$ cat src/rtl/spi_mem_slave.sv
// SPI mode-0 slave that bridges read (0x03), write (0x02) and status (0x05) commands to one SRAM client port.
// Optional feature: define SPI_MEM_WREN_EN so that 0x02 is accepted only while the write-enable latch (WEL) is set.
module spi_mem_slave #(
  parameter int ADDR_W = 20
) (
  input  logic              clk,
  input  logic              reset,
  input  logic              spi_cs,
  input  logic              spi_sclk,
  input  logic              spi_mosi,
  output logic              spi_miso,
  output logic              mem_begin_rd,
  output logic              mem_begin_wr,
  input  logic              mem_finish,
  output logic [ADDR_W-1:0] mem_addr,
  output logic [7:0]        mem_data_wr,
  input  logic [7:0]        mem_data_rd
);

  typedef enum logic [2:0] {IDLE, CMD, ADDR, READ, WRITE, STATUS, IGNORE} state_t;

  localparam logic [7:0] CMD_READ  = 8'h03;
  localparam logic [7:0] CMD_WRITE = 8'h02;
  localparam logic [7:0] CMD_RDSR  = 8'h05;
  localparam logic [7:0] CMD_WREN  = 8'h06;
  localparam logic [7:0] CMD_WRDI  = 8'h04;

  state_t            state_q, state_d;
  logic [1:0]        cs_sync, sclk_sync, mosi_sync;
  logic              cs_prev, sclk_prev;
  logic              cs_s, sclk_s, mosi_s;
  logic              cs_fall, cs_rise, sclk_rise, sclk_fall;
  logic [4:0]        bit_cnt;
  logic [7:0]        rx_sr, tx_sr, rx_byte;
  logic [ADDR_W-1:0] ptr, addr_next;
  logic              wr_mode, outstanding, wel;
  logic              data_state, byte_done, cmd_done, addr_done;
  logic              issue_rd, issue_wr, status_load, miso_shift, cnt_wrap;

  // NOTE: sequential blocks use non-blocking (<=) only, so every flop sees pre-edge values of its peers.
  always_ff @(posedge clk) begin
    if (reset) begin
      cs_sync   <= 2'b11;
      cs_prev   <= 1'b1;
      sclk_sync <= 2'b00;
      sclk_prev <= 1'b0;
      mosi_sync <= 2'b00;
    end else begin
      cs_sync   <= {cs_sync[0], spi_cs};
      sclk_sync <= {sclk_sync[0], spi_sclk};
      mosi_sync <= {mosi_sync[0], spi_mosi};
      cs_prev   <= cs_sync[1];
      sclk_prev <= sclk_sync[1];
    end
  end

  assign cs_s      = cs_sync[1];
  assign sclk_s    = sclk_sync[1];
  assign mosi_s    = mosi_sync[1];
  assign cs_fall   = cs_prev & ~cs_s;
  assign cs_rise   = ~cs_prev & cs_s;
  assign sclk_rise = ~cs_s & sclk_s & ~sclk_prev;
  assign sclk_fall = ~cs_s & ~sclk_s & sclk_prev;
  assign rx_byte   = {rx_sr[6:0], mosi_s};
  assign addr_next = {ptr[ADDR_W-2:0], mosi_s};

`ifdef SPI_MEM_WREN_EN
  always_ff @(posedge clk) begin
    if (reset) begin
      wel <= 1'b0;
    end else if (cs_rise && wr_mode) begin
      wel <= 1'b0;
    end else if (cmd_done && rx_byte == CMD_WREN) begin
      wel <= 1'b1;
    end else if (cmd_done && rx_byte == CMD_WRDI) begin
      wel <= 1'b0;
    end
  end
`else
  assign wel = 1'b1;
`endif

  always_ff @(posedge clk) begin
    if (reset) state_q <= IDLE;
    else       state_q <= state_d;
  end

  // NOTE: every always_comb output gets a default first so no path leaves it unassigned (no latches).
  always_comb begin
    state_d = state_q;
    if (cs_rise) begin
      state_d = IDLE;
    end else if (cs_fall) begin
      state_d = CMD;
    end else if (sclk_rise) begin
      case (state_q)
        CMD: begin
          if (bit_cnt == 5'd7) begin
            case (rx_byte)
              CMD_READ:  state_d = ADDR;
              CMD_WRITE: state_d = wel ? ADDR : IGNORE;
              CMD_RDSR:  state_d = STATUS;
              default:   state_d = IGNORE;
            endcase
          end
        end
        ADDR:    if (bit_cnt == 5'd23) state_d = wr_mode ? WRITE : READ;
        default: ;
      endcase
    end
  end

  always_comb begin
    data_state  = (state_q == READ) || (state_q == WRITE) || (state_q == STATUS);
    byte_done   = sclk_rise && (bit_cnt[2:0] == 3'd7);
    cmd_done    = (state_q == CMD) && byte_done;
    addr_done   = (state_q == ADDR) && sclk_rise && (bit_cnt == 5'd23);
    issue_rd    = ~outstanding && ((addr_done && ~wr_mode) || ((state_q == READ) && byte_done));
    issue_wr    = (state_q == WRITE) && byte_done;
    status_load = (cmd_done && rx_byte == CMD_RDSR) || ((state_q == STATUS) && byte_done);
    miso_shift  = sclk_fall && ((state_q == READ) || (state_q == STATUS));
    cnt_wrap    = cmd_done || addr_done || (data_state && byte_done);
  end

  always_ff @(posedge clk) begin
    if (reset) begin
      mem_begin_rd <= 1'b0;
      mem_begin_wr <= 1'b0;
      mem_addr     <= '0;
      mem_data_wr  <= '0;
      spi_miso     <= 1'b0;
      bit_cnt      <= '0;
      rx_sr        <= '0;
      tx_sr        <= '0;
      ptr          <= '0;
      wr_mode      <= 1'b0;
      outstanding  <= 1'b0;
    end else begin
      mem_begin_rd <= issue_rd;
      mem_begin_wr <= issue_wr;

      if (cs_fall)        bit_cnt <= '0;
      else if (sclk_rise) bit_cnt <= cnt_wrap ? 5'd0 : bit_cnt + 5'd1;

      if (sclk_rise) rx_sr <= rx_byte;

      if (cs_fall || cs_rise) wr_mode <= 1'b0;
      else if (cmd_done)      wr_mode <= (rx_byte == CMD_WRITE) && wel;

      // The address shifts straight into the pointer; only the low ADDR_W of the 24 bits survive.
      if ((state_q == ADDR) && sclk_rise)                             ptr <= addr_next;
      else if (((state_q == READ) || (state_q == WRITE)) && byte_done) ptr <= ptr + 1'b1;

      // Address/data registers move only with a begin pulse, so they hold between requests.
      if (issue_rd) begin
        mem_addr <= (state_q == ADDR) ? addr_next : ptr + 1'b1;
      end else if (issue_wr) begin
        mem_addr    <= ptr;
        mem_data_wr <= rx_byte;
      end

      if (issue_rd)        outstanding <= 1'b1;
      else if (mem_finish) outstanding <= 1'b0;

      if (cs_rise)         spi_miso <= 1'b0;
      else if (miso_shift) spi_miso <= tx_sr[7];

      // A finish with nothing outstanding (e.g. one that straddled a reset) is dropped.
      if (mem_finish && outstanding) tx_sr <= mem_data_rd;
      else if (status_load)          tx_sr <= {6'b0, wel, 1'b0};
      else if (miso_shift)           tx_sr <= {tx_sr[6:0], 1'b0};
    end
  end

endmodule

$ cat config.mk
export PLATFORM = sky130hd
export DESIGN_NAME = spi_mem_slave
export DESIGN_NICKNAME = d
export VERILOG_FILES = /design/src/rtl/spi_mem_slave.sv
export SDC_FILE = /design/constraint.sdc
export NUM_CORES = 1
export LEC_CHECK = 0
export CAP_MARGIN = 25
export CELL_PAD_IN_SITES_DETAIL_PLACEMENT = 0
export CELL_PAD_IN_SITES_GLOBAL_PLACEMENT = 1
export CORE_ASPECT_RATIO = 0.5
export CORE_MARGIN = 2
export CORE_UTILIZATION = 36
export CTS_CLUSTER_SIZE = 25
export DETAILED_ROUTE_END_ITERATION = 12
export GPL_TIMING_DRIVEN = 0
export PLACE_DENSITY = 0.76
export SLEW_MARGIN = 20
export SYNTH_ARGS = -nofsm -noshare
export SYNTH_HDL_FRONTEND = slang
export SYNTH_SLANG_ARGS = --single-unit
export TNS_END_PERCENT = 30
$ cat constraint.sdc
create_clock -name clk -period 2.1 [get_ports clk]
set_input_delay 0.42 -clock clk [delete_from_list [all_inputs] [get_ports clk]]
set_output_delay 0.42 -clock clk [all_outputs]
set_load 0.02 [all_outputs]
; ---- Word level (Yosys, flattened, before mapping)
; Index checks and enable logic that the tools add are counted.
[totals]
reg_bits = 84
word_cells = 103
[classes]
n_addsub = 2
eq_ne = 15
muxes = 18
bitwise = 13
n_reduce_logical = 37
[op_table]
columns = op, n
row1 = 20-bit two-way mux, 5
row2 = 8-bit two-way mux, 3
row3 = "20-bit by 1-bit adder with 20-bit output, second input constant", 1
row4 = "8-bit by 2-bit equality test with 1-bit output, second input constant", 2
row5 = 1-bit logical AND, 14
row6 = 3-bit one-hot mux with 2 select lines, 2
row7 = 2-bit nonzero test, 5
row8 = "3-bit equality test, second input constant", 3
row9 = 3-bit two-way mux, 3
row10 = "8-bit by 3-bit equality test with 1-bit output, second input constant", 1
row11 = 1-bit logical OR, 8
row12 = 4-bit AND reduction, 2
row13 = 2-bit OR reduction, 4
row14 = 1-bit NOT, 7
row15 = 1-bit AND, 6
row16 = "3-bit by 2-bit equality test with 1-bit output, second input constant", 2
row17 = "3-bit != test, second input constant", 2
row18 = 3-bit nonzero test, 2
row19 = "5-bit by 1-bit adder with 5-bit output, second input constant", 1
row20 = "5-bit by 3-bit equality test with 1-bit output, second input constant", 1
row21 = "5-bit equality test, second input constant", 1
row22 = 5-bit two-way mux, 1
row23 = 1-bit two-way mux, 4
row24 = "2-bit != test, second input constant", 2
row25 = other kinds (3), 3

; ---- Longest topological paths before layout
; Gate-level depths: netlist of run 1.
[logic_depth]
word_depth = 10
mapped_depth = 10

; ---- Worst setup path before layout of run 1
; Ideal clock, no wire load.
[synth_path]
path_kind = reg-to-reg
from = register bit_cnt[0]
to = register mem_addr[0]
setup_time_ps = 132
t_arrival_ps = 1933
path_slack_ps = 35
stages_incl_launch_ff = 11
n_path_buf = 3
period_less_slack_ps = 2065
cell_sequence = dfxtp_1 ha_1 ha_1 nand4bb_1 or2_1 buf_2 and3_1 clkbuf_1 buf_2 a32oi_1 a21oi_1
[synth_between]
elab_chain_cells = 6
[synth_lines]
columns = element, line
row1 = "start, declared", 33  ; logic [4:0] bit_cnt;
row2 = "start signal, assigned", 143  ; else if (sclk_rise) bit_cnt <= cnt_wrap ? 5'd0 : bit_cnt + 5'd1;
row3 = 5-bit equality test or 3-bit equality test (tied branches), "117, 115"
row4 = "1-bit logical AND, on equally long branches", "117, 115"
row5 = 1-bit logical AND, 118  ; issue_rd = ~outstanding && ((addr_done && ~wr_mode) || ((state_q == READ) && byte_done));
row6 = 1-bit logical OR, 118
row7 = 1-bit logical AND, 118
row8 = 20-bit two-way mux or 2-bit nonzero test (tied branches), -
row9 = "end signal, assigned", 156  ; mem_addr <= (state_q == ADDR) ? addr_next : ptr + 1'b1;
row10 = "end signal, assigned", 158  ; mem_addr <= ptr;
row11 = "end, declared", 15  ; output logic [ADDR_W-1:0] mem_addr,
; Parallel ways exist; a longest one is shown, timed or not.
; A chain may end at the register's enable or synchronous reset.

; ---- Worst setup path in the final report of run 1
[layout_path]
from = register state_q[2]
to = register ptr[10]
[layout_between]
elab_chain_cells = 4
[layout_lines]
columns = element, line
row1 = "start, declared", 28  ; state_t state_q, state_d;
row2 = "start signal, assigned", 85  ; else state_q <= state_d;
row3 = 3-bit by 2-bit equality test with 1-bit output or 3-bit equality test (tied branches), 152  ; else if (((state_q == READ) || (state_q == WRITE)) && byte_done) ptr <= ptr + 1'b1;
row4 = 1-bit logical OR, 152
row5 = 1-bit logical AND, 152
row6 = 2-bit nonzero test (no source line), -
row7 = "end signal, assigned", 151  ; if ((state_q == ADDR) && sclk_rise) ptr <= addr_next;
row8 = "end signal, assigned", 152
row9 = "end, declared", 35  ; logic [ADDR_W-1:0] ptr, addr_next;
; Parallel ways exist; a longest one is shown, timed or not.

==> results of run 1 <==
## synth_stat cells, types with 2 or more instances
cell      number
o41ai_1        2
o21ai_0       29
ha_1           5
o211ai_1       2
or3b_1         2
nand2_1       88
clkbuf_1      31
buf_2         17
a211o_1        3
nor2_1        32
o311ai_0       3
a21oi_1       58
o311a_1        3
xnor2_1        5
dfxtp_1       84
or2_2          5
nor3b_1        3
or4_1          4
xor2_1         2
nor3_1        13
a31oi_1       19
and3_1         2
nor4b_1        2
a22oi_1       13
o22ai_1        4
inv_1         12
nand3b_1       4
a211oi_1       3
nor4_1        11
o21a_1         3
nand2b_1       2
a32oi_1        3
o31ai_1        5
nand3_1       31
a31o_2         2
nand4_1       10
and2_1         4
a22o_1         3
nor2b_1        5
or3_1          5
mux2i_1        2
a32o_1         2
## kinds of logic (layout without fill, tap and decap cells)
family | Yosys count | in the layout | share of synthesized area, %
mux | 2 | 2 | 0.4643
xor+xnor | 7 | 7 | 1.422
simple gates | 234 | 234 | 27.31
compound gates | 164 | 164 | 23.91
fa+ha+maj | 5 | 5 | 1.451
buf+inv | 65 | 133 | 6.442
flops | 84 | 84 | 39.00
## layer usage
metal | share of wire (%) | vias to the layer above
li1 | - | 2170
met1 | 49 | 2175
met2 | 43 | 126
met3 | 5.9 | 15
met4 | 1.3 | 0
met5 | 0 | -
## worst reg2reg max path: stages (launching register included)
cell	delay, ps
dfxtp_1	320
buf_6	150
or3b_4	420
a21oi_2	330
buf_2	340
nand3_1	120
a32oi_1	220
nor2_1	60
## registers in the layout (all words and copies together) (netlist names)
| register | count |
|---|---|
| rx_sr | 7 |
| mem_begin_wr | 1 |
| sclk_prev | 1 |
| outstanding | 1 |
| mem_data_wr | 8 |
| spi_miso | 1 |
| mosi_sync | 2 |
| mem_addr | 20 |
| bit_cnt | 5 |
| cs_prev | 1 |
| tx_sr | 8 |
| sclk_sync | 2 |
| mem_begin_rd | 1 |
| state_q | 3 |
| ptr | 20 |
| cs_sync | 2 |
| wr_mode | 1 |
## report_power, final
group | internal [mW] | switching (mW)
Sequential | 1.60 | 0.00756
Combinational | 0.0370 | 0.0551
Clock | 0.933 | 0.710
Total | 2.57 | 0.773
## worst max-delay path by stage
stage / from / end / slack, ps / cells past startpoint
after detailed placement: state_q[0]$_SDFFE_PP0P_ / mem_addr[0]$_SDFFE_PP0P_ / -560 / 8
after CTS: cs_sync[1]$_SDFF_PP1_ / mem_addr[7]$_SDFFE_PP0P_ / -10 / 6
after floorplan: bit_cnt[0]$_SDFFE_PP0N_ / mem_addr[0]$_SDFFE_PP0P_ / 30 / 10
final: state_q[2]$_SDFFE_PP0P_ / ptr[10]$_SDFFE_PP0P_ / 20 / 7
after global placement: sclk_sync[1]$_SDFF_PP0_ / mem_addr[0]$_SDFFE_PP0P_ / -570 / 7
after global routing: state_q[2]$_SDFFE_PP0P_ / ptr[10]$_SDFFE_PP0P_ / -60 / 7
## timing repair
action,4_1_cts,5_1_grt
resized for setup,33,61
gates cloned,0,0
buffers inserted,4,8
pin swaps,4,6
setup endpoints to repair,64,52
## final cells by class
class / instances / area share (%)
multi-input combinational: 412 / 45.27
sequential: 84 / 30.43
timing repair buffer: 55 / 9.309
buffer: 49 / 5.057
clock buffer: 10 / 4.095
tap: 165 / 3.692
clock inverter: 6 / 1.275
inverter: 13 / 0.8727
==> qor.yml, run 1 <==
die:
  start_util_pct: 36.74
  rows: 28
  io_pins: 45
  core_region_area_um2: 11740
  die_height_um: 81.39
  dieWidth_um: 158.8
  dieArea_um2: 12920
worst_setup_path:
  r2r-start: "state_q[2]$_SDFFE_PP0P_"
  reg2reg_depth: 7
  critPathKind: "flop to flop"
  endpoint_kind: "flop"
  crit_arrival_ps: 2300
  cp.buffers_inverters: 2
  r2r_slack_ps: 20
  regToRegEndpoint: "ptr[10]$_SDFFE_PP0P_"
  cp.required_ps: 2320
  slowest_delay_ps: 420
  crit_family: "simple AND/OR/NAND/NOR gates"
  crit_path_top_delay_cell: "or3b_4"
  path_cells: "buf_6 > or3b_4 > a21oi_2 > buf_2 > nand3_1 > a32oi_1 > nor2_1"
  cp-start-kind: "flop"
  path_max_fanout: 10
grt:
  met3_usage_pct: 5.056
  grt_start_max_net_pins: 16
  grt_pass1_vias: 4044
  grt_util_met1_pct: 30.83
  grt_util_all_layers_pct: 21.90
  antenna_found_initial: 0
  use_met2_pct: 33.54
  overflow: 0
  grt_pass1_wl_mm: 22.01
  busiest_layer: "met2"
timing:
  fin_hold_ws_ps: 418.9
  slew_viol_final: 0
  min_period_ps: 2079
  finalClockSkew_ps: 7.509
  rsz0062_at_grt: "true"
  worst_slack_ps: 20.69
  finalHoldViolCount: 0
  slew_headroom_pct: 52.68
  setup_viol_count_final: 0
  tightest_slew_ps: 709.8
  final.setup.tns_ps: 0
  timing.fmax_mhz: 480.9
  min_period_over_period_pct: 99.01
synthesis:
  syn_inst: 561
  synth_nets: 580
  synth_area_um2: 4312
  synth.yosys.seq_area_share_pct: 39.00
  synth_top_area_cell: "dfxtp_1"
  synth_seq_cells: 84
  synthTopCellsByArea: "dfxtp_1, nand2_1, a21oi_1, nand3_1, o21ai_0"
  synth_edf_count: 0
  yosys_warnings: 0
  synth.top_cell.area_share_pct: 39.00
  synth_flop_cell: "dfxtp_1"
  avgSynthCellArea_um2: 7.686
  async_flop_share_pct: 0
  synth_cell_type_count: 65
power:
  p_leak_nw: 1.744
  peakVddDrop_v: 0.0004052
  finalPower_mw: 3.339
  power.density_nw_per_um2: 597.1
route:
  drc: 0
  dr.first_iter.drc_count: 460
  vias: 4486
  ant_nets: 0
  vias_per_cell: 5.650
  dr.pass1.iters: 5
  wl_mm: 13.98
  wl_per_cell_um: 17.61
clocking:
  cts-hold-fix-buffers: 0
  htree_levels: 3
  clock_insertion_delay_worst_skew_ps: 350
  clock_sinks: 84
  cts_tree: "yes"
  clk_path_buf_depth: 2
  cts_root_buffer: "clkbuf_16"
  cts-buffers-inserted: 9
  clk_pin_slew_worst_paths_ps: 70
placed_design:
  place_area_um2: 4949
  placed_cells_incl_taps: 769
  dp_worst_setup_slack_ps: -562.6
  gp_congestion: 0.8864
  dp_hpwl_mm: 9.537
  io_buffers: 43
cells_and_area:
  layout_common_cells: "nand2_1, dfxtp_1, a21oi_1"
  area_growth_pct: 29.69
  layout-drive-gt1-share_pct: 16.22
  multi_input_area_um2: 2531
  final_cells: 794
  fillers: 1197
  antennaDiodeCount: 0
  final_common_cell: "nand2_1"
  seq_area_um2: 1702
  final_nets: 643
  stdcell_area_um2: 5592
  fin_util_pct: 47.64
worst_hold_path:
  hold_end: "cs_sync[1]$_SDFF_PP1_"
  min_from: "cs_sync[0]$_SDFF_PP1_"
  holdPathStages: 1
  hp-class: "flop to flop"
run:
  drv_cap: 0
status:
  outcome: "finished, final reports clean"
No activity file was read; power rests on OpenSTA's default activity.
==> run 2, diff against run 1 <==
--- a/config.mk
+++ b/config.mk
@@ -11,6 +11,7 @@
 export CORE_ASPECT_RATIO = 0.5
 export CORE_MARGIN = 2
 export CORE_UTILIZATION = 36
+export CTS_BUF_LIST = sky130_fd_sc_hd__clkbuf_2 sky130_fd_sc_hd__clkbuf_4 sky130_fd_sc_hd__clkbuf_8
 export CTS_CLUSTER_SIZE = 25
 export DETAILED_ROUTE_END_ITERATION = 12
 export GPL_TIMING_DRIVEN = 0
==> run 2 against run 1 <==
Against the previous run: sequential power hardly changed; via count is 0.45% lower; sequential share of layout area is 0.48 points higher; combinational power is 2.9% higher; fmax hardly changed; first-iteration DRC count is 0.65% higher; non-clock buffer count is 2 higher; largest cell class unchanged; core utilization is 0.81 points lower; cell count is 0.25% higher; largest power group is now registers; global-route usage is 0.11 points lower; wire length is 0.88% lower; highest routed layer unchanged; critical endpoint is now ptr[17]$_SDFFE_PP0P_; critical path type unchanged; hold slack better by 4.5 ps.
==> qor.yml, run 2 (synthesis results as in run 1) <==
placed_design:
  placed_cells_incl_taps: 769  # unchanged
  dp_hpwl_mm: 9.537  # unchanged
  place_area_um2: 4949  # unchanged
  gp_congestion: 0.8864  # unchanged
  io_buffers: 43  # unchanged
worst_setup_path:
  path_max_fanout: 10  # unchanged
  path_cells: "clkbuf_4 > nand4_1 > or3_1 > buf_2 > or4_1 > nand3_1 > a21oi_1"
  cp-start-kind: "flop"
  cp.buffers_inverters: 2  # unchanged
  cp.depth: 7  # unchanged
  r2r_slack_ps: 20  # about the same
  crit_path_top_delay_cell: "or4_1"
  regToRegEndpoint: "ptr[17]$_SDFFE_PP0P_"
  r2r-start: "ptr[1]$_SDFFE_PP0P_"
  cp.required_ps: 2330  # about the same
  slowest_delay_ps: 420  # about the same
  crit_arrival_ps: 2310  # about the same
  endpoint_kind: "flop"
  critPathKind: "flop to flop"
  crit_family: "simple AND/OR/NAND/NOR gates"
  startpoint: "ptr[1]$_SDFFE_PP0P_"
  reg2reg_depth: 7  # unchanged
power:
  finalPower_mw: 2.925  # -12%
  p_leak_nw: 1.712  # -1.9%
  power.switching_mw: 0.7173  # -7.2%
  power.density_nw_per_um2: 532.1  # -11%
  pwr-share-clk_pct: 42.0  # -7.2 points
  comb_power_share_pct: 3.2  # +0.4 points
  swShare_pct: 24.53  # +1.4 points
  p_int_mw: 2.207  # -14%
  peakVddDrop_v: 0.0002636  # -35%
  seq_power_share_pct: 54.8  # +6.8 points
timing:
  timing.fmax_mhz: 480.7  # about the same
  tightest_slew_ps: 691.4  # -18.39 ps
  finalClockSkew_ps: 8.839  # +1.330 ps
  min_period_over_period_pct: 99.07  # about the same
  min_period_ps: 2080  # +1.153 ps
  rsz0062_at_grt: "true"
  setup_viol_count_final: 0  # unchanged
  finalHoldViolCount: 0  # unchanged
  slew_viol_final: 0  # unchanged
  slew_headroom_pct: 53.91  # +1.2 points
clocking:
  clock_insertion_delay_worst_skew_ps: 370  # +20 ps
  cts_root_buffer: "clkbuf_8"
  htree_levels: 3  # unchanged
  cts_tree: "yes"
  clk_path_buf_depth: 2  # unchanged
  cts-hold-fix-buffers: 0  # unchanged
  cts-buffers-inserted: 9  # unchanged
  clk_pin_slew_worst_paths_ps: 90  # +20 ps
  clock_sinks: 84  # unchanged
worst_hold_path:
  hold_end: "cs_sync[1]$_SDFF_PP1_"
  holdPathStages: 1  # unchanged
  min_from: "cs_sync[0]$_SDFF_PP1_"
  hp-class: "flop to flop"
route:
  vias: 4466  # -0.45%
  drc: 0  # unchanged
  wl_per_cell_um: 17.41  # -1.1%
  dr.pass1.iters: 5  # unchanged
  wl_mm: 13.86  # -0.88%
  ant_nets: 0  # unchanged
  vias_per_cell: 5.611  # -0.70%
  dr.first_iter.drc_count: 463  # +0.65%
grt:
  grt_pass1_vias: 4045  # +0.025%
  antenna_found_initial: 0  # unchanged
  grt_pass1_wl_mm: 22.05  # +0.19%
  grt_start_max_net_pins: 16  # unchanged
  grt_util_all_layers_pct: 21.78  # -0.11 points
  overflow: 0  # unchanged
cells_and_area:
  final_cells: 796  # +0.25%
  layout_common_cells: "nand2_1, dfxtp_1, a21oi_1"
  area_growth_pct: 27.48
  antennaDiodeCount: 0  # unchanged
  stdcell_area_um2: 5497  # -1.7%
  reg_top3: "mem_addr: 20 flops, ptr: 20 flops"
  fin_util_pct: 46.83  # -0.81 points
  layout-drive-gt1-share_pct: 16.80  # +0.58 points
  final_nets: 645  # +0.31%
  fillers: 1202  # +0.42%
  final_common_cell: "nand2_1"
die:
  start_util_pct: 36.74  # unchanged
  die_height_um: 81.39  # unchanged
  core_region_area_um2: 11740  # unchanged
  io_pins: 45  # unchanged
  rows: 28  # unchanged
  dieArea_um2: 12920  # unchanged
  dieWidth_um: 158.8  # unchanged
status:
  outcome: "finished, final reports clean"
run:
  drv_cap: 0  # unchanged
[run 2: metrics by stage]
step                TNS (ps)  hold slack [ps]  setup WS (ps)
finish                     0            423.3          19.53
global route          -149.1            453.2         -63.49
CTS                   -103.4            425.3         -36.54
detailed placement    -19280            402.2         -562.6
global placement      -20400            393.4         -572.3
floorplan                  0            389.5          34.65
[run 2: area by class of cell]
class / count / area (µm²) / area share, %
multi-input cells: 412 / 2540 / 46.21
plain buffers: 50 / 271.5 / 4.940
clock inverters: 6 / 71.32 / 1.298
flip-flops and latches: 84 / 1699 / 30.91
repair buffers: 56 / 528.0 / 9.606
clock buffers: 10 / 131.4 / 2.390
well taps: 165 / 206.4 / 3.756
inverters: 13 / 48.80 / 0.8878
[run 2: worst max path at each step]
stage,end
2_1_floorplan,mem_addr[0]$_SDFFE_PP0P_
3_3_place_gp,mem_addr[0]$_SDFFE_PP0P_
3_5_place_dp,mem_addr[0]$_SDFFE_PP0P_
4_1_cts,ptr[15]$_SDFFE_PP0P_
5_1_grt,ptr[17]$_SDFFE_PP0P_
6_report,ptr[17]$_SDFFE_PP0P_
[run 2: layer usage]
layer | track usage [%] | share of wire (%) | vias to the layer above | routed length, µm
met3 | 4.954 | 6.8 | 14 | 945
met4 | 5.321 | 0.86 | 0 | 119
met5 | 0 | 0 | - | 0
met1 | 30.84 | 50 | 2156 | 6884
met2 | 33.71 | 43 | 121 | 5912
li1 | - | - | 2175 | -
[run 2: power by group through the flow]
stage / Sequential (mW) / Clock, mW / Combinational, mW
floorplan: 1.64 / 0 / 0.0419
global placement: 1.64 / 0 / 0.0877
detailed placement: 1.64 / 0 / 0.0883
CTS: 1.61 / 1.24 / 0.0900
global route: 1.60 / 1.31 / 0.102
finish: 1.60 / 1.23 / 0.0948
[run 2: repair_timing]
item | 4_1_cts | 5_1_grt
setup endpoints to repair | 65 | 55
pin swaps | 3 | 5
buffers inserted | 4 | 9
gates resized for setup | 31 | 56
[run 2: worst reg2reg max path, cell delays in order, from the launching register on]
cell	delay [ps]
dfxtp_1	340
clkbuf_4	180
nand4_1	200
or3_1	410
buf_2	200
or4_1	420
nand3_1	120
a21oi_1	70
==> run 3, diff against run 2 <==
--- a/config.mk
+++ b/config.mk
@@ -15,6 +15,7 @@
 export CTS_CLUSTER_SIZE = 25
 export DETAILED_ROUTE_END_ITERATION = 12
 export GPL_TIMING_DRIVEN = 0
+export HOLD_SLACK_MARGIN = 0.06
 export PLACE_DENSITY = 0.76
 export SLEW_MARGIN = 20
 export SYNTH_ARGS = -nofsm -noshare
==> results of run 3 <==
Final layout, timing and power as in run 2 (identical DEF).
==> variant 1 (settings of run 2) <==
Change the parameter `ADDR_W` from 20 to 30.
--- a/src/rtl/spi_mem_slave.sv
+++ b/src/rtl/spi_mem_slave.sv
@@ -2,5 +2,5 @@
 // Optional feature: define SPI_MEM_WREN_EN so that 0x02 is accepted only while the write-enable latch (WEL) is set.
 module spi_mem_slave #(
-  parameter int ADDR_W = 20
+  parameter int ADDR_W = 30
 ) (
   input  logic              clk,
Ports: changed (resized mem_addr); port bits go from 45 to 55. The function was not compared with the original's and may differ.
==> variant 1 against run 2 <==
The flow now finishes with violations (setup timing). Die area rose by 31%. Sequential cell count rose by 20. Final area rose by 37%. Total power rose by 15%. First-iteration DRC count rose by 38%. Worst setup slack got worse by 81 ps. Critical path depth did not move. Routed wire length rose by 52%. Synthesized area rose by 32%. Critical path type unchanged. Highest routed layer unchanged.
==> variant 1: results <==
export IMPL_status="finished with violations"
export IMPL_violations="setup timing"
export IMPL_grt_pass1_wl_um=32050
export IMPL_largest_registers="mem_addr: 30 flops, ptr: 30 flops"
export IMPL_ys_types=70
export IMPL_slowest_delay_ps=550
export IMPL_wl_met1_um=9961
export IMPL_io_buffers=54
export IMPL_place_ws_ps=-687.6
export IMPL_final_nets=838
export IMPL_worst_slew_pin_slew_ps=733.0
export IMPL_worstReg2RegStart="ptr[18]"
export IMPL_vias=6176
export IMPL_dpl_cell_area_sq_um=6516
export IMPL_syn_num_nets=739
export IMPL_hold_slack_ps=423.3
export IMPL_setup_viol=2
export IMPL_gr_usage_met2=0.3726
export IMPL_p_int_mw=2.475
export IMPL_synthTopCellsByArea="dfxtp_1, nand2_1, a21oi_1, clkbuf_1, a22oi_1"
export IMPL_dp_cells=979
export IMPL_gp_congestion=0.9183
export IMPL_grt_use_total=0.2471
export IMPL_fill_cells=1514
export IMPL_drtIter0Drc=640
export IMPL_grt_max_degree=20
export IMPL_via_per_inst=6.008
export IMPL_wl_met2_um=9030
export IMPL_vdd_drop_max_mv=0.2884
export IMPL_layout_setup_ws_ps=-61.56
export IMPL_p_leak_nw=2.516
export IMPL_fin_worst_skew_ps=10.02
export IMPL_grt_pass1_vias=5699
export IMPL_use_met3=0.04837
export IMPL_finish_instance_area_sq_um=7543
[variant 1: power groups by stage]
stage	sequential, mW	combinational [mW]	clock [mW]
CTS	1.98	0.105	1.29
floorplan	2.03	0.0463	0
detailed placement	2.03	0.101	0
global placement	2.03	0.100	0
global route	1.99	0.118	1.36
finish	1.98	0.111	1.27
[variant 1: logic make-up after synthesis]
family	synth area share
simple gates	0.2634
compound gates	0.2697
mux	0.01583
xor+xnor	0.01231
fa+ha+maj	0.01099
buf+inv	0.06199
flops	0.3658
[variant 1: area by class of cell]
type	instances	area share
Tap cell	204	0.03384
Timing Repair Buffer	93	0.1125
Inverter	10	0.004976
Multi-Input combinational cell	532	0.4830
Clock buffer	9	0.01642
Sequential cell	104	0.2796
Clock inverter	7	0.007962
Buffer	69	0.06170
[variant 1: repair_timing]
item	4_1_cts	5_1_grt
resized for setup	76	110
setup endpoints to repair	87	77
endpoints found under the hold margin	0	0
pin swaps	13	18
setup buffers	19	19
hold buffers	0	0
==> variant 2 (settings of run 2) <==
Without the edit above. Encoding of `state_t`: now Gray code (3 bits for 7 states).
--- a/src/rtl/spi_mem_slave.sv
+++ b/src/rtl/spi_mem_slave.sv
@@ -18,5 +18,5 @@
 );
 
-  typedef enum logic [2:0] {IDLE, CMD, ADDR, READ, WRITE, STATUS, IGNORE} state_t;
+  typedef enum logic [2:0] {IDLE = 3'b000, CMD = 3'b001, ADDR = 3'b011, READ = 3'b010, WRITE = 3'b110, STATUS = 3'b111, IGNORE = 3'b101} state_t;
 
   localparam logic [7:0] CMD_READ  = 8'h03;
Check against the original RTL: same outputs for any inputs over 10 cycles, from zero or initial values and one cycle with reset high; not proved beyond that.
==> variant 2 against run 2 <==
The run now ends with setup timing left. Routed wire length shrank 6.3%. Synthesized area shrank 1.9%. Critical path type unchanged. Largest cell class unchanged. Final area shrank 0.59%. Total power grew 0.39%. Sequential cell count is the same. Hold slack lost 9.3 ps. Worst setup slack lost 27 ps. Synthesized cell count shrank 5.3%.
==> variant 2: results <==
export IMPL_place_ws_ps=-470.8
export IMPL_dpl_cell_area_sq_um=4870
export IMPL_largest_registers="mem_addr: 20 flops, ptr: 20 flops"
export IMPL_drtIter0Drc=384
export IMPL_dp_cells=734
export IMPL_synth_fa_ha_area_frac=0.01479
export IMPL_violations="setup timing"
export IMPL_hold_slack_ps=414.0
export IMPL_vdd_drop_max_mv=0.3158
export IMPL_wirelength_um=12990
export IMPL_io_buffers=44
export IMPL_synth_compound_area_share=0.2434
export IMPL_synth_common_cells="nand2_1, dfxtp_1, a21oi_1, clkbuf_1, nor2_1"
export IMPL_r2r_end="mem_addr[15]"
export IMPL_synth_xor_area_frac=0.01656
export IMPL_layout_setup_ws_ps=-7.806
export IMPL_gp_congestion=0.8546
export IMPL_grt_pass1_wl_um=20270
export IMPL_dp_hpwl_um=8888
export IMPL_worst_slew_pin_slew_ps=697.7
export IMPL_status="finished with violations"
export IMPL_synth_mux_area_frac=0.02189
export IMPL_use_met3=0.05235
export IMPL_drive_gt1_frac=0.1689
export IMPL_grt_pass1_vias=3872
export IMPL_grt_met1_usage=0.2917
export IMPL_fin_tns_setup_ps=-7.806
export IMPL_setup_viol=1
export IMPL_syn_num_nets=550
export IMPL_slowest_delay_ps=450
export IMPL_dr_wl_met3_um=858
export IMPL_ys_seq_area_frac=0.3975
export IMPL_p_leak_nw=1.926
export IMPL_grt_use_total=0.2084
export IMPL_synthCells=531
export IMPL_fin_worst_skew_ps=10.93
export IMPL_wl_met2_um=5665
export IMPL_wl_met1_um=6349
export IMPL_vias=4249
export IMPL_r2r_cells=6
export IMPL_final_nets=624
==> variant 2: changes by cell type in the layout (fill, tap and decap cells not counted), sizes merged, moves of 6 or more <==
cell,run 2,this run
o211ai,2,11
a31oi,19,12
nand3,31,11
o211a,0,6
o21ai,29,18
==> variant 2: power by group <==
part | internal, mW | switching (mW) | total [mW] | leakage, nW
Sequential | 1.60 | 0.00577 | 1.60 | 0.680
Combinational | 0.0418 | 0.0539 | 0.0957 | 1.15
Clock | 0.592 | 0.645 | 1.24 | 0.0995
Total | 2.23 | 0.705 | 2.94 | 1.93
==> variant 2: final cells by class <==
type,count,area [sq um]
well taps,159,198.9
clock inverters,6,71.32
repair buffers,63,595.6
flip-flops and latches,84,1693
fillers,1158,5752
multi-input cells,392,2497
plain buffers,46,236.5
inverters,9,33.78
clock buffers,10,137.6
==> variant 2: repair_timing <==
action	4_1_cts	5_1_grt
gates cloned	1	0
hold buffers	0	0
gates resized for setup	44	32
setup endpoints to repair	58	44
pin swaps	9	10
setup buffers	8	10
